**config.mk**
```make
export PLATFORM = sky130hd
export DESIGN_NAME = fb_write_arbiter
export DESIGN_NICKNAME = d
export VERILOG_FILES = /design/src/rtl/fb_write_arbiter.sv
export SDC_FILE = /design/constraint.sdc
export NUM_CORES = 1
export LEC_CHECK = 0
export ABC_CLOCK_PERIOD_IN_PS = 1800
export BUFFER_PORTS_ARGS = -buffer_cell sky130_fd_sc_hd__buf_4
export CELL_PAD_IN_SITES_DETAIL_PLACEMENT = 0
export CELL_PAD_IN_SITES_GLOBAL_PLACEMENT = 2
export CORE_MARGIN = 2
export CORE_UTILIZATION = 25
export CTS_CLUSTER_DIAMETER = 80
export DETAILED_ROUTE_END_ITERATION = 10
export PLACE_DENSITY_LB_ADDON = 0.08
export SLEW_MARGIN = 20
export SYNTH_ARGS = -nofsm -noshare
export SYNTH_HDL_FRONTEND = slang
export SYNTH_SLANG_ARGS = --single-unit
```
**constraint.sdc**
```tcl
create_clock -name i_clk_sys -period 1.8 [get_ports i_clk_sys]
set_input_delay 0.18 -clock i_clk_sys [delete_from_list [all_inputs] [get_ports i_clk_sys]]
set_output_delay 0.18 -clock i_clk_sys [all_outputs]
set_load 0.02 [all_outputs]
```
**src/rtl/fb_write_arbiter.sv**
```systemverilog
// fb_write_arbiter: round-robin framebuffer write-port arbiter with burst lock, beat cap and stall timeout.
// Define FB_CLEAR_EN to zero-fill the framebuffer after reset before arbitration starts.
module fb_write_arbiter #(
  parameter int NUM_REQ       = 3,
  parameter int ADDR_W        = 32,
  parameter int DATA_W        = 8,
  parameter int MAX_BURST     = 1280,
  parameter int STALL_TIMEOUT = 16,
  parameter int PIXEL_COUNT   = 307200
) (
  input  logic                      i_clk_sys,
  input  logic                      i_rst_n,
  input  logic [NUM_REQ-1:0]        i_req_valid,
  input  logic [NUM_REQ-1:0]        i_req_last,
  input  logic [NUM_REQ*ADDR_W-1:0] i_req_addr,
  input  logic [NUM_REQ*DATA_W-1:0] i_req_data,
  output logic [NUM_REQ-1:0]        o_req_ready,
  output logic                      o_cpu_wr,
  output logic [ADDR_W-1:0]         o_cpu_addr,
  output logic [DATA_W-1:0]         o_cpu_data,
  output logic [1:0]                o_grant_id,
  output logic                      o_busy
);
  localparam int BEAT_W = $clog2(MAX_BURST + 1);
  localparam int STALL_W = $clog2(STALL_TIMEOUT + 1);
  localparam logic [1:0] LAST_IDX = 2'(NUM_REQ - 1);
  typedef enum logic [1:0] {IDLE, GRANT, CLEAR} state_t;
  state_t r_state, w_state_nxt;
  logic [1:0] r_grant, w_grant_nxt, r_last_grant, w_last_grant_nxt, w_sel, w_cand;
  logic w_found, w_xfer, w_release, w_clr, w_clr_done;
  logic [BEAT_W-1:0] r_beat, w_beat_nxt;
  logic [STALL_W-1:0] r_stall, w_stall_nxt;
  logic [ADDR_W-1:0] w_addr, w_clr_addr, r_cpu_addr;
  logic [DATA_W-1:0] w_data, r_cpu_data;
  logic r_cpu_wr;
`ifdef FB_CLEAR_EN
  localparam state_t RST_STATE = CLEAR;
  logic [ADDR_W-1:0] r_clr_addr;
  always_ff @(posedge i_clk_sys or negedge i_rst_n)
    if (!i_rst_n) r_clr_addr <= '0;
    else if (w_clr) r_clr_addr <= r_clr_addr + ADDR_W'(1);
  assign w_clr = r_state == CLEAR;
  assign w_clr_done = w_clr && r_clr_addr == ADDR_W'(PIXEL_COUNT - 1);
  assign w_clr_addr = r_clr_addr;
`else
  localparam state_t RST_STATE = IDLE;
  assign w_clr = 1'b0;
  assign w_clr_done = 1'b0;
  assign w_clr_addr = '0;
`endif
  assign w_xfer = r_state == GRANT && i_req_valid[r_grant];
  assign w_addr = i_req_addr[int'(r_grant)*ADDR_W +: ADDR_W];
  assign w_data = i_req_data[int'(r_grant)*DATA_W +: DATA_W];
  // A burst ends on last, on the beat that fills the cap, or after a full stall window.
  assign w_release = w_xfer ? (i_req_last[r_grant] || r_beat == BEAT_W'(MAX_BURST - 1))
                            : (r_state == GRANT && r_stall == STALL_W'(STALL_TIMEOUT - 1));
  always_comb begin
    w_sel = r_last_grant;
    w_found = 1'b0;
    w_cand = (r_last_grant == LAST_IDX) ? 2'd0 : r_last_grant + 2'd1;
    for (int k = 0; k < NUM_REQ; k++) begin
      if (!w_found && i_req_valid[w_cand]) begin
        w_sel = w_cand;
        w_found = 1'b1;
      end
      w_cand = (w_cand == LAST_IDX) ? 2'd0 : w_cand + 2'd1;
    end
  end
  always_comb begin
    w_state_nxt = r_state;
    w_grant_nxt = r_grant;
    w_last_grant_nxt = r_last_grant;
    w_beat_nxt = r_beat;
    w_stall_nxt = r_stall;
    if (r_state == IDLE && w_found) begin
      w_state_nxt = GRANT;
      w_grant_nxt = w_sel;
      w_beat_nxt = '0;
      w_stall_nxt = '0;
    end
    if (r_state == GRANT) begin
      w_beat_nxt = w_xfer ? r_beat + BEAT_W'(1) : r_beat;
      w_stall_nxt = w_xfer ? '0 : r_stall + STALL_W'(1);
      w_state_nxt = w_release ? IDLE : GRANT;
      w_last_grant_nxt = w_release ? r_grant : r_last_grant;
    end
    if (w_clr_done) w_state_nxt = IDLE;
  end
  always_ff @(posedge i_clk_sys or negedge i_rst_n)
    if (!i_rst_n) begin
      r_state <= RST_STATE;
      r_grant <= 2'd0;
      r_last_grant <= LAST_IDX;
      r_beat <= '0;
      r_stall <= '0;
      r_cpu_wr <= 1'b0;
      r_cpu_addr <= '0;
      r_cpu_data <= '0;
    end else begin
      r_state <= w_state_nxt;
      r_grant <= w_grant_nxt;
      r_last_grant <= w_last_grant_nxt;
      r_beat <= w_beat_nxt;
      r_stall <= w_stall_nxt;
      r_cpu_wr <= w_xfer || w_clr;
      if (w_clr || w_xfer) begin
        r_cpu_addr <= w_clr ? w_clr_addr : w_addr;
        r_cpu_data <= w_clr ? '0 : w_data;
      end
    end
  always_comb begin
    o_req_ready = '0;
    if (r_state == GRANT) o_req_ready[r_grant] = 1'b1;
  end
  assign o_cpu_wr = r_cpu_wr;
  assign o_cpu_addr = r_cpu_addr;
  assign o_cpu_data = r_cpu_data;
  assign o_grant_id = r_grant;
  assign o_busy = r_state != IDLE;
endmodule

```
# Word-level counts from Yosys, hierarchy flattened
# Cells that the tools add are included.
# Widths: inputs -> output; s select.
classes:
  addsub: 5
  multipliers: 0
  n_div: 0
  n_lt_le_gt_ge: 5
  n_eq_ne: 7
  n_shift: 2
  n_mux: 32
  n_bitwise: 0
  n_reduce_logical: 14
op_table:
  columns: ["op", "count"]
  rows:
  - ["$shiftx 96x8->32", 1]
  - ["$mux 11", 3]
  - ["$shiftx 24x6->8", 1]
  - ["$mux 2", 8]
  - ["$mux 5", 3]
  - ["$lt 2x3->1 const B", 4]
  - ["$add 11x1->11 const B", 1]
  - ["$eq 11x11->1 const B", 1]
  - ["$mux 1", 11]
  - ["$bmux 1 s2", 5]
  - ["$add 2x1->2 const B", 3]
  - ["$eq 2x2->1 const B", 3]
  - ["$logic_and 1x1->1", 6]
  - ["$add 5x1->5 const B", 1]
  - ["$eq 5x4->1 const B", 1]
  - ["$reduce_and 2->1", 2]
  - ["$reduce_bool 2->1", 2]
  - ["$mux 3", 1]
  - ["$demux 1 s2", 1]
  - ["$eq 2x1->1 const B", 1]
  - ["$ge 2x1->1 const B", 1]
  - ["$logic_not 1->1", 2]
  - ["$logic_not 2->1", 1]
  - ["$ne 2x2->1 const B", 1]
  - ["$logic_or 1x1->1", 1]
totals:
  reg_bits: 63
  latchBits: 0
  ram_bits: 0
  mem_bits_ro: 0
  out_inout_bits: 47
  wordCells: 73
  memories: 0

# Logic depth before layout (Yosys ltp)
# Gate-level depths: netlist of the first run.
depth:
  ltp_word: 14
  mapped_depth: 7
  depth_no_buf: 7

# Worst setup path before layout of the first run
# Ideal clock, no wire load.
synth_timing:
  path_kind: "register to register"
  from: "register r_grant[1], in the netlist o_grant_id[1]"
  to: "register r_last_grant[1]"
  arrival_time_ns: 1.586
  required_time_ns: 1.716
  slack_ns: 0.130
  path_stages_with_launch: 6
  n_path_buf: 0
  synth_period_minus_slack_ns: 1.670
  path_cell_list: "dfrtp_1 -> mux2_4 -> a21oi_4 -> inv_2 -> and4_1 -> a311o_1"
synth_between:
  elab_chain_cells: 5
synth_rtl:
  columns: ["item", "line_no", "text"]
  rows:
  - ["start: declaration", "29", "logic [1:0] r_grant, w_grant_nxt, r_last_grant, w_last_grant_nxt, w_sel, w_cand;"]
  - ["start signal: assignment", "101", "r_grant <= w_grant_nxt;"]
  - ["$bmux 1 s2", "51", "assign w_xfer = r_state == GRANT && i_req_valid[r_grant];"]
  - ["$mux 1 (implied by the code)", "51", null]
  - ["$logic_and 1x1->1", "51", null]
  - ["via w_xfer", "30", "logic w_found, w_xfer, w_release, w_clr, w_clr_done;"]
  - ["$mux 1", "55", "assign w_release = w_xfer ? (i_req_last[r_grant] || r_beat == BEAT_W'(MAX_BURST - 1))"]
  - ["$reduce_and 2->1 (no source line)", null, null]
  - ["end signal: assignment", "102", "r_last_grant <= w_last_grant_nxt;"]
  - ["end: declaration", "29", null]
# The timed path passes the listed nets, and every way through them passes these cells. The select of a mux whose other input is x is not followed.
# A chain may end at the register's enable or synchronous reset.

# Worst setup path after layout of the first run
layout_timing:
  from: "register r_grant[1], in the netlist o_grant_id[1]"
  to: "register r_beat[7]"
layout_between:
  elab_chain_cells: 5
layout_rtl:
  columns: ["item", "line_no", "text"]
  rows:
  - ["$bmux 1 s2", "51", null]
  - ["$mux 1 (implied by the code)", "51", null]
  - ["$logic_and 1x1->1", "51", null]
  - ["$ne 2x2->1 (no source line)", null, null]
  - ["$reduce_and 2->1 (no source line)", null, null]
  - ["end signal: assignment", "103", "r_beat <= w_beat_nxt;"]
  - ["end: declaration", "31", "logic [BEAT_W-1:0] r_beat, w_beat_nxt;"]
# Every way passes these cells. The select of a mux whose other input is x is not followed.

==> impl_metrics.json, run 1 <==
{
  "status": "complete, no violations",
  "critPathArrivalTime_ns": 1.98,
  "finalCriticalPeriod_ns": 1.74,
  "setup_viol": 0,
  "cts_buffer_depth": 2,
  "ios": 175,
  "drcViolationCount": 0,
  "cts_tree": "yes",
  "route.detailed.wl_per_inst_um": 14.7,
  "overflow": 0,
  "hold_path_class": "input port to register",
  "postCtsSetupRepairBufs": 0,
  "core_um2": 13300,
  "pre_cts_ws_ns": 0.0506,
  "syn-num-nets": 527,
  "antenna_found_initial": 0,
  "synth_warnings": 0,
  "port_buffers": 174,
  "clockRootBuffer": "clkbuf_16",
  "syn_avg_cell_area_um2": 8.69,
  "dpl_cell_area_um2": 5000,
  "fp-row-count": 42,
  "path_max_fanout": 18,
  "required_ns": 2.05,
  "finalMaxSlewViolations": 0,
  "hold_viol_final": 0,
  "cp_num_buf_inv": 1,
  "cts_made_buffers": 9,
  "stdcell_area_um2": 5290,
  "grt_util_all_layers_pct": 15.2,
  "clkTransAtPathRegs_ns": 0.05,
  "final_cells": 748,
  "peakVddDrop_uv": 710,
  "ant_nets": 0,
  "p_leak_nw": 2.63,
  "diodes": 0,
  "cts_sinks": 62,
  "cp_slowest_stage_delay_ns": 0.49,
  "dr.pass1.iters": 4,
  "drt_iter0_markers": 217,
  "yosysSeqAreaShare_pct": 45.1,
  "htreeDepth": 3,
  "crit_path_end_kind": "register",
  "yosysUniqueCellTypes": 42,
  "nNetsFinal": 700,
  "skew_ns": 0.00543,
  "place.detailed.hpwl_um": 8280,
  "ys_seq_elements": 62,
  "fin_ws_ns": 0.0613,
  "max_slew_margin_pct": 51.7,
  "gp_congestion": 0.753,
  "grt_max_degree": 54,
  "clkLatencyLatePin_ns": 0.32,
  "dp_cells": 733,
  "power_density_nw_per_um2": 1640,
  "crit_path_start_kind": "register",
  "max_freq_ghz": 0.575,
  "critical_path.slowest_cell": "or4_1",
  "postSynthCellCount": 396,
  "via_count": 3432,
  "grt_pass1_wl_um": 17400,
  "n_fill_cell": 1375,
  "fp.dieW_um": 121,
  "worst_slew_pin_slew_ns": 0.724,
  "grt_pass1_vias": 3415,
  "crit_chain": "and4b_2 -> a21oi_4 -> buf_12 -> or4_1 -> a21oi_1",
  "final_util_pct": 39.7,
  "path_delay_family": "simple AND/OR/NAND/NOR gates",
  "synth-async-reset-ratio_pct": 100,
  "drive_gt1_share_pct": 37.1,
  "rsz0062_at_grt": "yes",
  "synth_top_flop_cell": "dfrtp_1",
  "wl_um": 11000,
  "cap_violations": 0,
  "netlist_area_um2": 3440,
  "synth_edf_count": 0,
  "min_period_over_period_pct": 96.6,
  "dieArea_um2": 14700,
  "area_delta_synth_final_pct": 53.8,
  "die-height_um": 121,
  "path_class": "register to register",
  "start_util_pct": 25.8,
  "via_per_inst": 4.59
}
## state kept, by name, summed over array words and instances (netlist names)
signal / cells
o_cpu_addr: 32
o_cpu_data: 8
o_cpu_wr: 1
o_grant_id: 2
r_beat: 11
r_last_grant: 2
r_stall: 5
r_state: 1
## placed cells by master, fill, tap and decap left out, drive strengths merged, types with 2 or more instances in the layout
cell type    n
a21oi       53
and2         3
and3         3
and4         2
buf        188
clkbuf      13
dfrtp       61
ha           3
inv          7
mux2         2
mux2i       41
nand2       57
nand3        9
nand4        2
nor2        45
nor3         3
nor3b        2
o21ai       47
o22ai        2
o31ai        5
or3          3
or4          5
## Yosys cell counts, types with 2 or more instances
master    number  area (um2)
ha_1           3        37.5
inv_1          6        22.5
nand2_1       57         214
nor2_1        45         169
mux2i_1       41         410
nand4_1        2        12.5
or3_1          3        18.8
o22ai_1        2        12.5
dfrtp_1       61        1530
or4_1          5        37.5
and3_1         3        18.8
clkbuf_1      13        48.8
o21ai_1        2        10.0
nor3b_1        2        15.0
o31ai_1        5        37.5
a21oi_1       52         260
o21ai_0       45         225
buf_4          5        37.5
buf_2          8        40.0
nand3_1        9        45.0
nor3_1         3        15.0
and2_1         3        18.8
and4_1         2        17.5
## worst reg2reg max path, stage by stage, from the launching register on
cell and delay (ns):
dfrtp_2 0.45, and4b_2 0.34, a21oi_4 0.06, buf_12 0.16, or4_1 0.50, a21oi_1 0.16
## final timing paths
kind                                 from             to  slack, ns  cells past startpoint
setup / recovery            o_grant_id[1]      r_beat[7]       0.06                      5
max in group asynchronous         i_rst_n  o_cpu_addr[8]       0.75                      3
setup reg to reg            o_grant_id[1]      r_beat[7]       0.06                      5
hold reg to reg             o_cpu_addr[2]  o_cpu_addr[2]       0.47                      2
hold / removal             i_req_data[13]  o_cpu_data[5]       0.14                      3
min in group asynchronous         i_rst_n      r_beat[8]       0.46                      2
## report_power, final
part	leakage (nW)	internal, W	switching (W)
clock	0.138	0.00103	0.000577
sequential	0.793	0.00196	0.000358
combinational	1.70	0.00202	0.00275
## metrics by stage
step	TNS, ns	total power, W	hold WS [ns]
2_1_floorplan	0	0.00526	-0.116
3_3_place_gp	0	0.00716	0.294
5_1_grt	-0.0154	0.00944	0.135
6_report	0	0.00869	0.140
4_1_cts	0	0.00885	0.132
3_5_place_dp	0	0.00722	0.297
## timing repair
| action | CTS | global route |
|---|---|---|
| setup endpoints to repair | 0 | 14 |
| resized for setup | 0 | 4 |
| hold buffers | 1 | 0 |
| hold endpoints to repair | 50 | 0 |
## metal layers
metal	up-vias	wire [um]	track usage (%)
li1	1734	-	-
met1	1555	4600	18.8
met2	132	5230	25.0
met3	11	968	5.26
met4	0	163	4.89
met5	-	0	0
## cell families (layout without fill, tap and decap cells)
kind of cell             after synthesis  count (layout)  synth area share, %
flip-flops                            62              62                 45.1
AND/OR/NAND/NOR                      138             138                 17.8
buffers and inverters                 34             210                 4.76
adder cells (fa/ha/maj)                3               3                 1.09
AO/OA/AOI/OAI                        115             115                 18.3
XOR/XNOR                               1               1                0.254
multiplexers                          43              43                 12.7
## layout make-up
cell class	instances	area (um2)	share of cell area (%)
multi-input combinational	300	1740	32.9
inverter	7	26.3	0.496
timing repair buffer	189	1480	27.9
sequential	62	1560	29.4
clock buffer	13	270	5.11
tap	176	220	4.16
clock inverter	1	5.00	0.0945
(Power assumes the default switching activity.)
==> run 2: changes to the inputs <==
Settings changed: ABC_AREA from default to 1, CORE_UTILIZATION 25 to 24.
==> run 2 against run 1 <==
Critical path depth fell by 1. Clock power is 3% lower. Final cell count is 8.2% higher. Flip-flop and latch count stayed put. Final area is 0.31% higher. Fmax increased by 4.6%. Largest cell class unchanged. First-iteration DRC count shrank 23%. Setup slack gained 0.076 ns. Power increased by 4.4%. Largest power group unchanged.
==> impl_metrics.json, run 2 <==
{
  "grt_pass1_vias": 3801,
  "netlist_area_um2": 3450,
  "ys_seq_elements": 62,
  "drive_gt1_share_pct": 33.7,
  "diodes": 0,
  "status": "complete, no violations",
  "nNetsFinal": 755,
  "p_leak_nw": 2.41,
  "synth_edf_count": 0,
  "crit_chain": "inv_1 -> buf_4 -> nor3_1 -> buf_4",
  "p_total_w": 0.00907,
  "area_delta_synth_final_pct": 53.8,
  "setup_viol": 0,
  "pre_cts_ws_ns": 0.0709,
  "dr.pass1.iters": 4,
  "cap_violations": 0,
  "layout_common_cells": "buf_4, nand2_1, nand3_1",
  "critPathArrivalTime_ns": 1.48,
  "peakVddDrop_uv": 567,
  "synth_top_cell_by_area": "dfrtp_1",
  "overflow": 0,
  "max_slew_margin_pct": 65.9,
  "busiest_layer": "met2",
  "synth-async-reset-ratio_pct": 100,
  "cp_common_cell": "buf_4",
  "required_ns": 1.62,
  "fp-row-count": 43,
  "postSynthCellCount": 449,
  "grt_pass1_wl_um": 19900,
  "holdCritStartpoint": "i_req_addr[70]",
  "power_density_nw_per_um2": 1710,
  "via_count": 3871,
  "clockRootBuffer": "clkbuf_16",
  "max_freq_ghz": 0.602,
  "drt_iter0_markers": 167,
  "synth.most_common_cell": "nand2_1",
  "die-height_um": 124,
  "postCtsSetupRepairBufs": 0,
  "r2r-start": "o_grant_id[1]",
  "dp_cells": 792,
  "rsz0062_at_grt": "no",
  "place.detailed.hpwl_um": 9510,
  "fp.dieW_um": 124,
  "clkLatencyLatePin_ns": 0.33,
  "final_cells": 809,
  "antenna_found_initial": 0,
  "finalCriticalPeriod_ns": 1.66,
  "min_period_over_period_pct": 92.4,
  "crit_path_start_kind": "register",
  "cp_slowest_stage_delay_ns": 0.54,
  "fin_ws_ns": 0.138,
  "route.detailed.wl_per_inst_um": 16.2,
  "yosysTopAreaCellShare_pct": 44.2,
  "grt_util_all_layers_pct": 17.1,
  "hold_viol_final": 0,
  "core_um2": 14000,
  "ant_nets": 0,
  "syn_avg_cell_area_um2": 7.69,
  "n_fill_cell": 1486,
  "crit_path_end_kind": "output pin",
  "synth_commonest_cells": "nand2_1, nand3_1, dfrtp_1",
  "grtUsageMet2_pct": 27.0,
  "path_max_fanout": 8,
  "cts_buffer_depth": 2,
  "ios": 175,
  "syn-num-nets": 580,
  "yosysSeqAreaShare_pct": 45.0,
  "grt_use_met1_pct": 22.5,
  "skew_ns": 0.00287,
  "port_buffers": 174,
  "via_per_inst": 4.78,
  "cts_made_buffers": 9,
  "synth_top_flop_cell": "dfrtp_1",
  "drcViolationCount": 0,
  "synth_area_leaders": "dfrtp_1, nand2_1, a41oi_1",
  "critical_path.slowest_cell": "dfrtp_1",
  "largest_reg_flops": 32,
  "path_class": "register to output pin",
  "cts_sinks": 62,
  "yosysUniqueCellTypes": 29,
  "setup_tns_ns": 0,
  "htreeDepth": 3,
  "synth_warnings": 0,
  "layout_commonest_cell": "buf_4",
  "finalMaxSlewViolations": 0,
  "grt_max_degree": 41,
  "hold_path_class": "input port to register",
  "clkTransAtPathRegs_ns": 0.05,
  "cts_tree": "yes",
  "start_util_pct": 24.7,
  "grt_util_met3_pct": 4.26,
  "crit_start": "r_state[0]",
  "dieArea_um2": 15400,
  "wl_um": 13100,
  "gp_congestion": 0.744,
  "worst_slew_pin_slew_ns": 0.511
}
## run 2: critical path: cells and delay by family (launching register included)
family / cells / cell delay (ns)
buffers and inverters: 3 / 0.45
DFF: 1 / 0.54
and+or+nand+nor: 1 / 0.16
## run 2: power breakdown
part           total, W  switching [W]  leakage, nW  internal [W]
combinational   0.00501        0.00299         1.54       0.00202
sequential      0.00249       0.000446        0.737       0.00205
clock           0.00156       0.000596        0.128      0.000969
total           0.00907        0.00403         2.41       0.00504
## run 2: layer usage
| layer | routed length, um | up-vias |
|---|---|---|
| met5 | 0 | - |
| met4 | 217 | 0 |
| met3 | 1050 | 15 |
| li1 | - | 1907 |
| met2 | 6030 | 156 |
| met1 | 5820 | 1793 |
## run 2: through the flow
step / area [um2] / hold WS, ns / utilization (%)
global route: 5310 / 0.142 / 38.0
finish: 5310 / 0.144 / 38.0
CTS: 5310 / 0.132 / 37.9
floorplan: 3450 / -0.116 / -
global placement: 5030 / 0.208 / 36.0
detailed placement: 5030 / 0.200 / 36.0
## run 2: cell families after synthesis
| group | after synthesis | synth area share (%) |
|---|---|---|
| xor gates and xnor gates | 2 | 0.508 |
| buffers and inverters | 49 | 6.45 |
| adders and majority gates | 3 | 1.09 |
| DFF | 62 | 45.0 |
| AOI/OAI and AO/OA | 61 | 13.6 |
| and+or+nand+nor | 272 | 33.4 |
## run 2: worst paths after layout
kind                                   end  slack (ns)  depth (start not counted)
setup / recovery            o_req_ready[0]        0.14                          4
hold / removal               o_cpu_addr[6]        0.14                          3
setup reg to reg             o_cpu_addr[9]        0.17                          4
hold reg to reg                 r_stall[0]        0.50                          1
max in group asynchronous   o_cpu_addr[30]        0.89                          3
min in group asynchronous  r_last_grant[0]        0.36                          2
## run 2: layout make-up
type | instances | area [um2] | area share, %
timing repair buffer | 192 | 1490 | 28.1
tap | 180 | 225 | 4.24
multi-input combinational | 338 | 1690 | 31.8
sequential | 62 | 1560 | 29.3
inverter | 21 | 83.8 | 1.58
clock buffer | 15 | 258 | 4.85
clock inverter | 1 | 5.00 | 0.0943
## run 2: what timing repair did
action,CTS,global route
gates resized for setup,0,2
endpoints found under the setup margin,0,32
hold endpoints to repair,34,0
hold buffers,1,0
